--- src/rtl/data_mem_arbiter_if.sv ---
// Request/grant bus between the two data-memory masters, the arbiter and the
// single-ported data memory. The arbiter uses the slave modport.
interface data_mem_arbiter_if #(
    parameter int ADDR_W = 8,
    parameter int DATA_W = 32
);
    localparam int MASK_W = DATA_W / 8;

    logic              m0_req;
    logic              m0_we;
    logic [MASK_W-1:0] m0_mask;
    logic [ADDR_W-1:0] m0_addr;
    logic [DATA_W-1:0] m0_wdata;
    logic              m0_gnt;
    logic              m0_rvalid;
    logic [DATA_W-1:0] m0_rdata;

    logic              m1_req;
    logic              m1_we;
    logic [MASK_W-1:0] m1_mask;
    logic [ADDR_W-1:0] m1_addr;
    logic [DATA_W-1:0] m1_wdata;
    logic              m1_gnt;
    logic              m1_rvalid;
    logic [DATA_W-1:0] m1_rdata;

    logic              mem_request;
    logic              mem_we_re;
    logic [MASK_W-1:0] mem_mask;
    logic [ADDR_W-1:0] mem_address;
    logic [DATA_W-1:0] mem_data_in;
    logic [DATA_W-1:0] mem_data_out;

    modport slave (
        input  m0_req, m0_we, m0_mask, m0_addr, m0_wdata,
        output m0_gnt, m0_rvalid, m0_rdata,
        input  m1_req, m1_we, m1_mask, m1_addr, m1_wdata,
        output m1_gnt, m1_rvalid, m1_rdata,
        output mem_request, mem_we_re, mem_mask, mem_address, mem_data_in,
        input  mem_data_out
    );

    modport master (
        output m0_req, m0_we, m0_mask, m0_addr, m0_wdata,
        input  m0_gnt, m0_rvalid, m0_rdata,
        output m1_req, m1_we, m1_mask, m1_addr, m1_wdata,
        input  m1_gnt, m1_rvalid, m1_rdata,
        input  mem_request, mem_we_re, mem_mask, mem_address, mem_data_in,
        output mem_data_out
    );
endinterface

--- src/rtl/data_mem_arbiter.sv ---
// Two-port arbiter in front of the single-ported data memory (LSU = port 0).
// Define DMEM_ARB_RR_EN for round-robin contention; default is fixed priority to port 0.
module data_mem_arbiter #(
    parameter int ADDR_W = 8,
    parameter int DATA_W = 32
) (
    input logic               clk,
    input logic               rst,
    data_mem_arbiter_if.slave bus
);
    localparam int MASK_W = DATA_W / 8;

    typedef enum logic [1:0] {
        IDLE,
        ISSUE,
        RESP
    } state_t;

    state_t            state;
    state_t            state_next;

    logic              cmd_port;
    logic              cmd_we;
    logic [MASK_W-1:0] cmd_mask;
    logic [ADDR_W-1:0] cmd_addr;
    logic [DATA_W-1:0] cmd_wdata;

    logic              any_req;
    logic              winner;
    logic              sel_we;
    logic [MASK_W-1:0] sel_mask;
    logic [ADDR_W-1:0] sel_addr;
    logic [DATA_W-1:0] sel_wdata;

`ifdef DMEM_ARB_RR_EN
    logic              rr_ptr;
`endif

    // A lone requester always wins; only contention consults the policy.
    always_comb begin
        any_req = bus.m0_req | bus.m1_req;
`ifdef DMEM_ARB_RR_EN
        if (bus.m0_req && bus.m1_req) begin
            winner = rr_ptr;
        end else begin
            winner = ~bus.m0_req;
        end
`else
        winner = ~bus.m0_req;
`endif
        sel_we    = winner ? bus.m1_we    : bus.m0_we;
        sel_mask  = winner ? bus.m1_mask  : bus.m0_mask;
        sel_addr  = winner ? bus.m1_addr  : bus.m0_addr;
        sel_wdata = winner ? bus.m1_wdata : bus.m0_wdata;
    end

    always_comb begin
        state_next = state;
        case (state)
            IDLE:    if (any_req) state_next = ISSUE;
            ISSUE:   state_next = cmd_we ? IDLE : RESP;
            RESP:    state_next = IDLE;
            default: state_next = IDLE;
        endcase
    end

    always_ff @(posedge clk or posedge rst) begin
        if (rst) begin
            state <= IDLE;
        end else begin
            state <= state_next;
        end
    end

    // The command is captured once in IDLE, so a requester that misbehaves
    // afterwards cannot corrupt the access already in flight.
    always_ff @(posedge clk or posedge rst) begin
        if (rst) begin
            cmd_port  <= 1'b0;
            cmd_we    <= 1'b0;
            cmd_mask  <= '0;
            cmd_addr  <= '0;
            cmd_wdata <= '0;
        end else if (state == IDLE && any_req) begin
            cmd_port  <= winner;
            cmd_we    <= sel_we;
            cmd_mask  <= sel_mask;
            cmd_addr  <= sel_addr;
            cmd_wdata <= sel_wdata;
        end
    end

`ifdef DMEM_ARB_RR_EN
    always_ff @(posedge clk or posedge rst) begin
        if (rst) begin
            rr_ptr <= 1'b0;
        end else if (state == IDLE && any_req) begin
            rr_ptr <= ~winner;
        end
    end
`endif

    assign bus.mem_request = (state == ISSUE);
    assign bus.mem_we_re   = (state == ISSUE) & cmd_we;
    assign bus.mem_mask    = cmd_mask;
    assign bus.mem_address = cmd_addr;
    assign bus.mem_data_in = cmd_wdata;

    assign bus.m0_gnt      = (state == ISSUE) & ~cmd_port;
    assign bus.m1_gnt      = (state == ISSUE) &  cmd_port;
    assign bus.m0_rvalid   = (state == RESP)  & ~cmd_port;
    assign bus.m1_rvalid   = (state == RESP)  &  cmd_port;
    assign bus.m0_rdata    = bus.mem_data_out;
    assign bus.m1_rdata    = bus.mem_data_out;
endmodule

--- src/flat_wrapper.sv ---
// flat-port wrapper written by rule: the top's interface ports become plain ports
module data_mem_arbiter_flat 
#(
    parameter int ADDR_W = 8,
    parameter int DATA_W = 32
)
  (clk, rst, bus_m0_req, bus_m0_we, bus_m0_mask, bus_m0_addr, bus_m0_wdata, bus_m0_gnt, bus_m0_rvalid, bus_m0_rdata, bus_m1_req, bus_m1_we, bus_m1_mask, bus_m1_addr, bus_m1_wdata, bus_m1_gnt, bus_m1_rvalid, bus_m1_rdata, bus_mem_request, bus_mem_we_re, bus_mem_mask, bus_mem_address, bus_mem_data_in, bus_mem_data_out);
  data_mem_arbiter_if #(.ADDR_W(ADDR_W), .DATA_W(DATA_W)) bus_i ();
  input logic clk;
  input logic rst;
  input wire logic [$bits(bus_i.m0_req)-1:0] bus_m0_req;
  input wire logic [$bits(bus_i.m0_we)-1:0] bus_m0_we;
  input wire logic [$bits(bus_i.m0_mask)-1:0] bus_m0_mask;
  input wire logic [$bits(bus_i.m0_addr)-1:0] bus_m0_addr;
  input wire logic [$bits(bus_i.m0_wdata)-1:0] bus_m0_wdata;
  output wire logic [$bits(bus_i.m0_gnt)-1:0] bus_m0_gnt;
  output wire logic [$bits(bus_i.m0_rvalid)-1:0] bus_m0_rvalid;
  output wire logic [$bits(bus_i.m0_rdata)-1:0] bus_m0_rdata;
  input wire logic [$bits(bus_i.m1_req)-1:0] bus_m1_req;
  input wire logic [$bits(bus_i.m1_we)-1:0] bus_m1_we;
  input wire logic [$bits(bus_i.m1_mask)-1:0] bus_m1_mask;
  input wire logic [$bits(bus_i.m1_addr)-1:0] bus_m1_addr;
  input wire logic [$bits(bus_i.m1_wdata)-1:0] bus_m1_wdata;
  output wire logic [$bits(bus_i.m1_gnt)-1:0] bus_m1_gnt;
  output wire logic [$bits(bus_i.m1_rvalid)-1:0] bus_m1_rvalid;
  output wire logic [$bits(bus_i.m1_rdata)-1:0] bus_m1_rdata;
  output wire logic [$bits(bus_i.mem_request)-1:0] bus_mem_request;
  output wire logic [$bits(bus_i.mem_we_re)-1:0] bus_mem_we_re;
  output wire logic [$bits(bus_i.mem_mask)-1:0] bus_mem_mask;
  output wire logic [$bits(bus_i.mem_address)-1:0] bus_mem_address;
  output wire logic [$bits(bus_i.mem_data_in)-1:0] bus_mem_data_in;
  input wire logic [$bits(bus_i.mem_data_out)-1:0] bus_mem_data_out;
  assign bus_i.m0_req = bus_m0_req;
  assign bus_i.m0_we = bus_m0_we;
  assign bus_i.m0_mask = bus_m0_mask;
  assign bus_i.m0_addr = bus_m0_addr;
  assign bus_i.m0_wdata = bus_m0_wdata;
  assign bus_m0_gnt = bus_i.m0_gnt;
  assign bus_m0_rvalid = bus_i.m0_rvalid;
  assign bus_m0_rdata = bus_i.m0_rdata;
  assign bus_i.m1_req = bus_m1_req;
  assign bus_i.m1_we = bus_m1_we;
  assign bus_i.m1_mask = bus_m1_mask;
  assign bus_i.m1_addr = bus_m1_addr;
  assign bus_i.m1_wdata = bus_m1_wdata;
  assign bus_m1_gnt = bus_i.m1_gnt;
  assign bus_m1_rvalid = bus_i.m1_rvalid;
  assign bus_m1_rdata = bus_i.m1_rdata;
  assign bus_mem_request = bus_i.mem_request;
  assign bus_mem_we_re = bus_i.mem_we_re;
  assign bus_mem_mask = bus_i.mem_mask;
  assign bus_mem_address = bus_i.mem_address;
  assign bus_mem_data_in = bus_i.mem_data_in;
  assign bus_i.mem_data_out = bus_mem_data_out;
  data_mem_arbiter #(.ADDR_W(ADDR_W), .DATA_W(DATA_W)) u_core (.clk(clk), .rst(rst), .bus(bus_i));
endmodule
--- config.mk ---
export PLATFORM = sky130hd
export DESIGN_NAME = data_mem_arbiter_flat
export DESIGN_NICKNAME = d
export VERILOG_FILES = /design/src/rtl/data_mem_arbiter_if.sv /design/src/rtl/data_mem_arbiter.sv /design/src/flat_wrapper.sv
export SDC_FILE = /design/constraint.sdc
export NUM_CORES = 1
export LEC_CHECK = 0
export CAP_MARGIN = 20
export CORE_MARGIN = 8
export CORE_UTILIZATION = 35
export CTS_CLUSTER_DIAMETER = 200
export DETAILED_ROUTE_END_ITERATION = 10
export PLACE_DENSITY = 0.82
export RECOVER_POWER = 50
export SLEW_MARGIN = 15
export SYNTH_ARGS = -nofsm -noshare
export SYNTH_HDL_FRONTEND = slang
export SYNTH_SLANG_ARGS = --single-unit
--- constraint.sdc ---
create_clock -name clk -period 3.1 [get_ports clk]
set_input_delay 0.31 -clock clk [delete_from_list [all_inputs] [get_ports clk]]
set_output_delay 0.31 -clock clk [all_outputs]
set_load 0.005 [all_outputs]
### After elaboration in Yosys (flattened, before gate mapping)

Cells that the tools add are included.

| word-level totals | value |
|---|---|
| input bits | 126 |
| output and inout bits | 114 |
| flip-flop bits (word level) | 48 |
| word-level logic and storage cells | 26 |

| operators by class | value |
|---|---|
| multiplexer cells | 7 |
| equality and inequality tests | 3 |
| bitwise operators | 8 |
| reduce and logical (&&, ||, !) cells | 2 |

Operators by type and width:

| cell | count |
|---|---|
| $mux 32 | 1 |
| $mux 8 | 1 |
| $and 1x1->1 | 5 |
| $mux 2 | 2 |
| $mux 4 | 1 |
| $pmux 2 s2 | 1 |
| $eq 2x1->1 const B | 1 |
| $eq 2x2->1 const B | 1 |
| $logic_not 2->1 | 1 |
| $ne 2x1->1 const B | 1 |
| $not 1->1 | 2 |
| $logic_and 1x1->1 | 1 |
| $mux 1 | 1 |
| $or 1x1->1 | 1 |

### Longest topological paths before layout

| logic depth | value |
|---|---|
| depth in word-level cells | 3 |
| depth in mapped cells | 5 |
| mapped depth without buffers | 3 |

### Worst setup path after synthesis

OpenSTA, ideal clock, no wires.

| timing path | value |
|---|---|
| kind | register to register |
| start point | reg u_core.state[1] |
| end point | reg u_core.cmd_addr[4] (netlist: u_core.bus.mem_address[4]) |
| arrival time | 1.248 ns |
| data required time | 2.975 ns |
| stages on the path, launching flop included | 6 |
| clock period less this slack | 1.374 ns |
| path buffers | 2 |
| setup slack | 1.726 ns |
| path through | dfrtp_1 nor2_2 o21a_1 buf_6 buf_12 mux2_4 |

| between the ends | value |
|---|---|
| word-level cells in the longest chain between the ends | 2 |

RTL lines:

| what | line | text |
|---|---|---|
| start: declaration | data_mem_arbiter.sv:19 | `state_t state;` |
| start signal: assignment | data_mem_arbiter.sv:71 | `state <= state_next;` |
| $logic_not 2->1 | data_mem_arbiter.sv:84 | `end else if (state == IDLE && any_req) begin` |
| $logic_and 1x1->1 | data_mem_arbiter.sv:84 |  |
| end signal: assignment | data_mem_arbiter.sv:88 | `cmd_addr <= sel_addr;` |
| end: declaration | data_mem_arbiter.sv:25 | `logic [ADDR_W-1:0] cmd_addr;` |

Every way passes these cells.
A chain may end at the register's enable or synchronous reset.

### Final worst setup path

| timing path | value |
|---|---|
| start point | reg u_core.state[1] |
| end point | out bus_mem_we_re |

| between the ends | value |
|---|---|
| word-level cells in the longest chain between the ends | 2 |

RTL lines:

| what | line | text |
|---|---|---|
| $eq 2x1->1 | data_mem_arbiter.sv:104 | `assign bus.mem_we_re = (state == ISSUE) & cmd_we;` |
| $and 1x1->1 | data_mem_arbiter.sv:104 |  |
| end: declaration | flat_wrapper.sv:28 | `output wire logic [$bits(bus_i.mem_we_re)-1:0] bus_mem_we_re;` |

Every way passes these cells.

==> results.ini <==
[power]
ir_drop_uv = 320
leakage_nw = 1.91
p_per_area_nw_per_um2 = 791

[yosys]
synthSimpleGateAreaFrac_pct = 1.51
syn_area_um2 = 3220
netlist_instances = 225
syn-num-nets = 351
synth_top_family_by_area = multiplexers
synth.largest_area_cell = dfrtp_1
ys_types = 16
synth_top_area_share_pct = 37.3
ys_ff_latch = 48
synth_xor_xnor_area_share_pct = 0
synth_compound_area_share_pct = 0.543
yosysSeqAreaShare_pct = 37.3
avgSynthCellArea_um2 = 14.3
synth_fa_ha_area_share_pct = 0
synthMuxAreaShare_pct = 40.5
synthTopCellsByArea = dfrtp_1 (37%), mux2_4 (36%), buf_4 (15%), mux2_2 (4.2%), buf_12 (2.5%)
synth.yosys.warnings = 0

[sta]
max_clock_freq_ghz = 0.524
drv_slew = 0
whs_ns = 0.485
min_period_ns = 1.91
relSlewSlack_pct = 51.3
tns_ns = 0
worstMarginPinSlew_ns = 0.730
finClkSkew_ns = 0.00717
finalHoldViolations = 0
setup_viol = 0
rsz0062_at_grt = no
worst_slack_ns = 1.19
final.period_utilization_pct = 61.6

[worst_setup_path]
r2r-start = u_core.state[1]$_DFFE_PP0P_
crit_required_ns = 2.79
worstSetupPathType = reg -> out
critPathMaxFanout = 4
arrival_ns = 1.60
critPathLaunchType = register
endpoint_kind = primary output
crit_start = u_core.state[1]$_DFFE_PP0P_

[clocking]
cts_buffers = 5
hold_buffers = 0
ctsResizeCount = 0
cts_root_buffer = clkbuf_8
clkSlewWorstSetupHoldPaths_ns = 0.09
cts_sinks = 48
htree_levels = 2
clk_latency_ns = 0.30
cts_setup_buffers = 0
clockBufferDepth = 2
cts_tree = yes

[route]
first_pass_iters = 3
routedWlPerCell_um = 18.2
route.detailed.drc = 0
viasPerCell = 4.53
vias = 1884
totalWireLength_mm = 7.59
dr.first_iter.drc_count = 95
ant_nets = 0

[global_routing]
grt_max_degree = 49
grt_usage_pct = 11.8
use_met1_pct = 13.3
met2_usage_pct = 19.4
grt_pass1_wl_mm = 11.9
antenna_found_initial = 0
use_met3_pct = 4.87
overflow = 0
gr-max-usage-layer = met2
grt_pass1_vias = 2211

[floorplanning]
start_util_pct = 35.4
die_w_um = 112
die_y_um = 112
core_um2 = 9110
io-pin-count = 240
dieArea_um2 = 12500
placementRows = 35

[placement]
post_dp_cell_area_um2 = 4180
portBuffers = 143
gp_congestion = 0.770
dp_worst_setup_slack_ns = 0.979
dpl.hpwl_mm = 5.86

[hold_path]
min_from = u_core.cmd_we$_DFFE_PP0P_
hold_class = reg -> reg

[cells_and_area]
area_delta_synth_final_pct = 33.0
design_area_um2 = 4290
register_area_um2 = 1200
final_util_pct = 47.1
nNetsFinal = 430
multi_input_area_um2 = 1370
drive_gt1_share_pct = 33.8
diodes = 0
num-fill-cells = 808

[status]
status = finished clean

[flow_run]
maxCapViolations = 0

[stage by stage]
step                      power, mW  instances
after floorplan                2.25        225
after global placement         2.98        407
after detailed placement       3.03        407
after CTS                      3.45        415
after global routing           3.59        416
final                          3.39        416
[layout by cell type (no fill, tap or decap), types with 2 or more instances in the layout]
master / n
buf_12: 2
a21oi_1: 2
clkdlybuf4s50_1: 141
mux2_2: 12
dfrtp_1: 48
inv_1: 2
and2_1: 2
nor2_1: 3
mux2_4: 78
clkbuf_8: 6
[cells in the mapped netlist]
| cell type | instances |
|---|---|
| buf_4 | 64 |
| o21a_1 | 1 |
| a21oi_1 | 2 |
| nor2_2 | 1 |
| inv_1 | 2 |
| buf_8 | 4 |
| nand2b_1 | 1 |
| buf_6 | 2 |
| mux2_4 | 78 |
| buf_12 | 4 |
| and2_1 | 2 |
| nor2_1 | 2 |
| mux2_2 | 12 |
| nor3b_1 | 1 |
| dfrtp_1 | 48 |
| and3b_1 | 1 |
[kinds of logic (layout without fill, tap and decap cells)]
kind of cell / Yosys count / in the layout
flip-flops: 48 / 48
buffers and inverters: 76 / 156
AND/OR/NAND/NOR: 8 / 8
AO/OA/AOI/OAI: 3 / 3
multiplexers: 90 / 90
[area by class of cell]
type                       instances  share of cell area, %
clock inverter                     2                  0.321
inverter                           2                  0.175
timing repair buffer             146                   34.4
sequential                        48                   28.0
multi-input combinational        101                   32.0
clock buffer                       6                   1.93
tap                              111                   3.24
[sequential cells by signal, indices dropped and copies added, names as in the netlist]
| signal | flops |
|---|---|
| u_core.cmd_port | 1 |
| u_core.bus.mem_address | 8 |
| u_core.cmd_we | 1 |
| u_core.bus.mem_mask | 4 |
| u_core.state | 2 |
| u_core.bus.mem_data_in | 32 |
[worst paths after layout]
kind,slack (ns),endpoint,cells after the start
max in group asynchronous,1.92,u_core.state[1]$_DFFE_PP0P_,3
setup / recovery,1.19,bus_mem_we_re,4
setup reg to reg,1.20,u_core.bus.mem_data_in[28]$_DFFE_PP0P_,4
hold reg to reg,0.48,u_core.state[1]$_DFFE_PP0P_,1
hold / removal,0.48,u_core.state[1]$_DFFE_PP0P_,1
min in group asynchronous,0.58,u_core.bus.mem_data_in[12]$_DFFE_PP0P_,2
[worst max-delay path, cell delays in order (launching register included)]
cell and delay (ns):
dfrtp_1 0.41, nand2b_1 0.19, inv_1 0.09, and2_1 0.13
clkdlybuf4s50_1 0.49
[per-layer routing]
layer,wire (µm),up-vias
met2,3620,94
li1,-,859
met3,747,26
met5,0,-
met1,3030,905
met4,193,0
[where the power goes]
group          internal, mW  switching, mW  leakage [nW]  total (mW)
Combinational          1.30          0.550          1.30        1.85
Sequential            0.952          0.199         0.562        1.15
Clock                 0.183          0.214        0.0516       0.397
Total                  2.43          0.963          1.91        3.39
(Power assumes the default switching activity.)
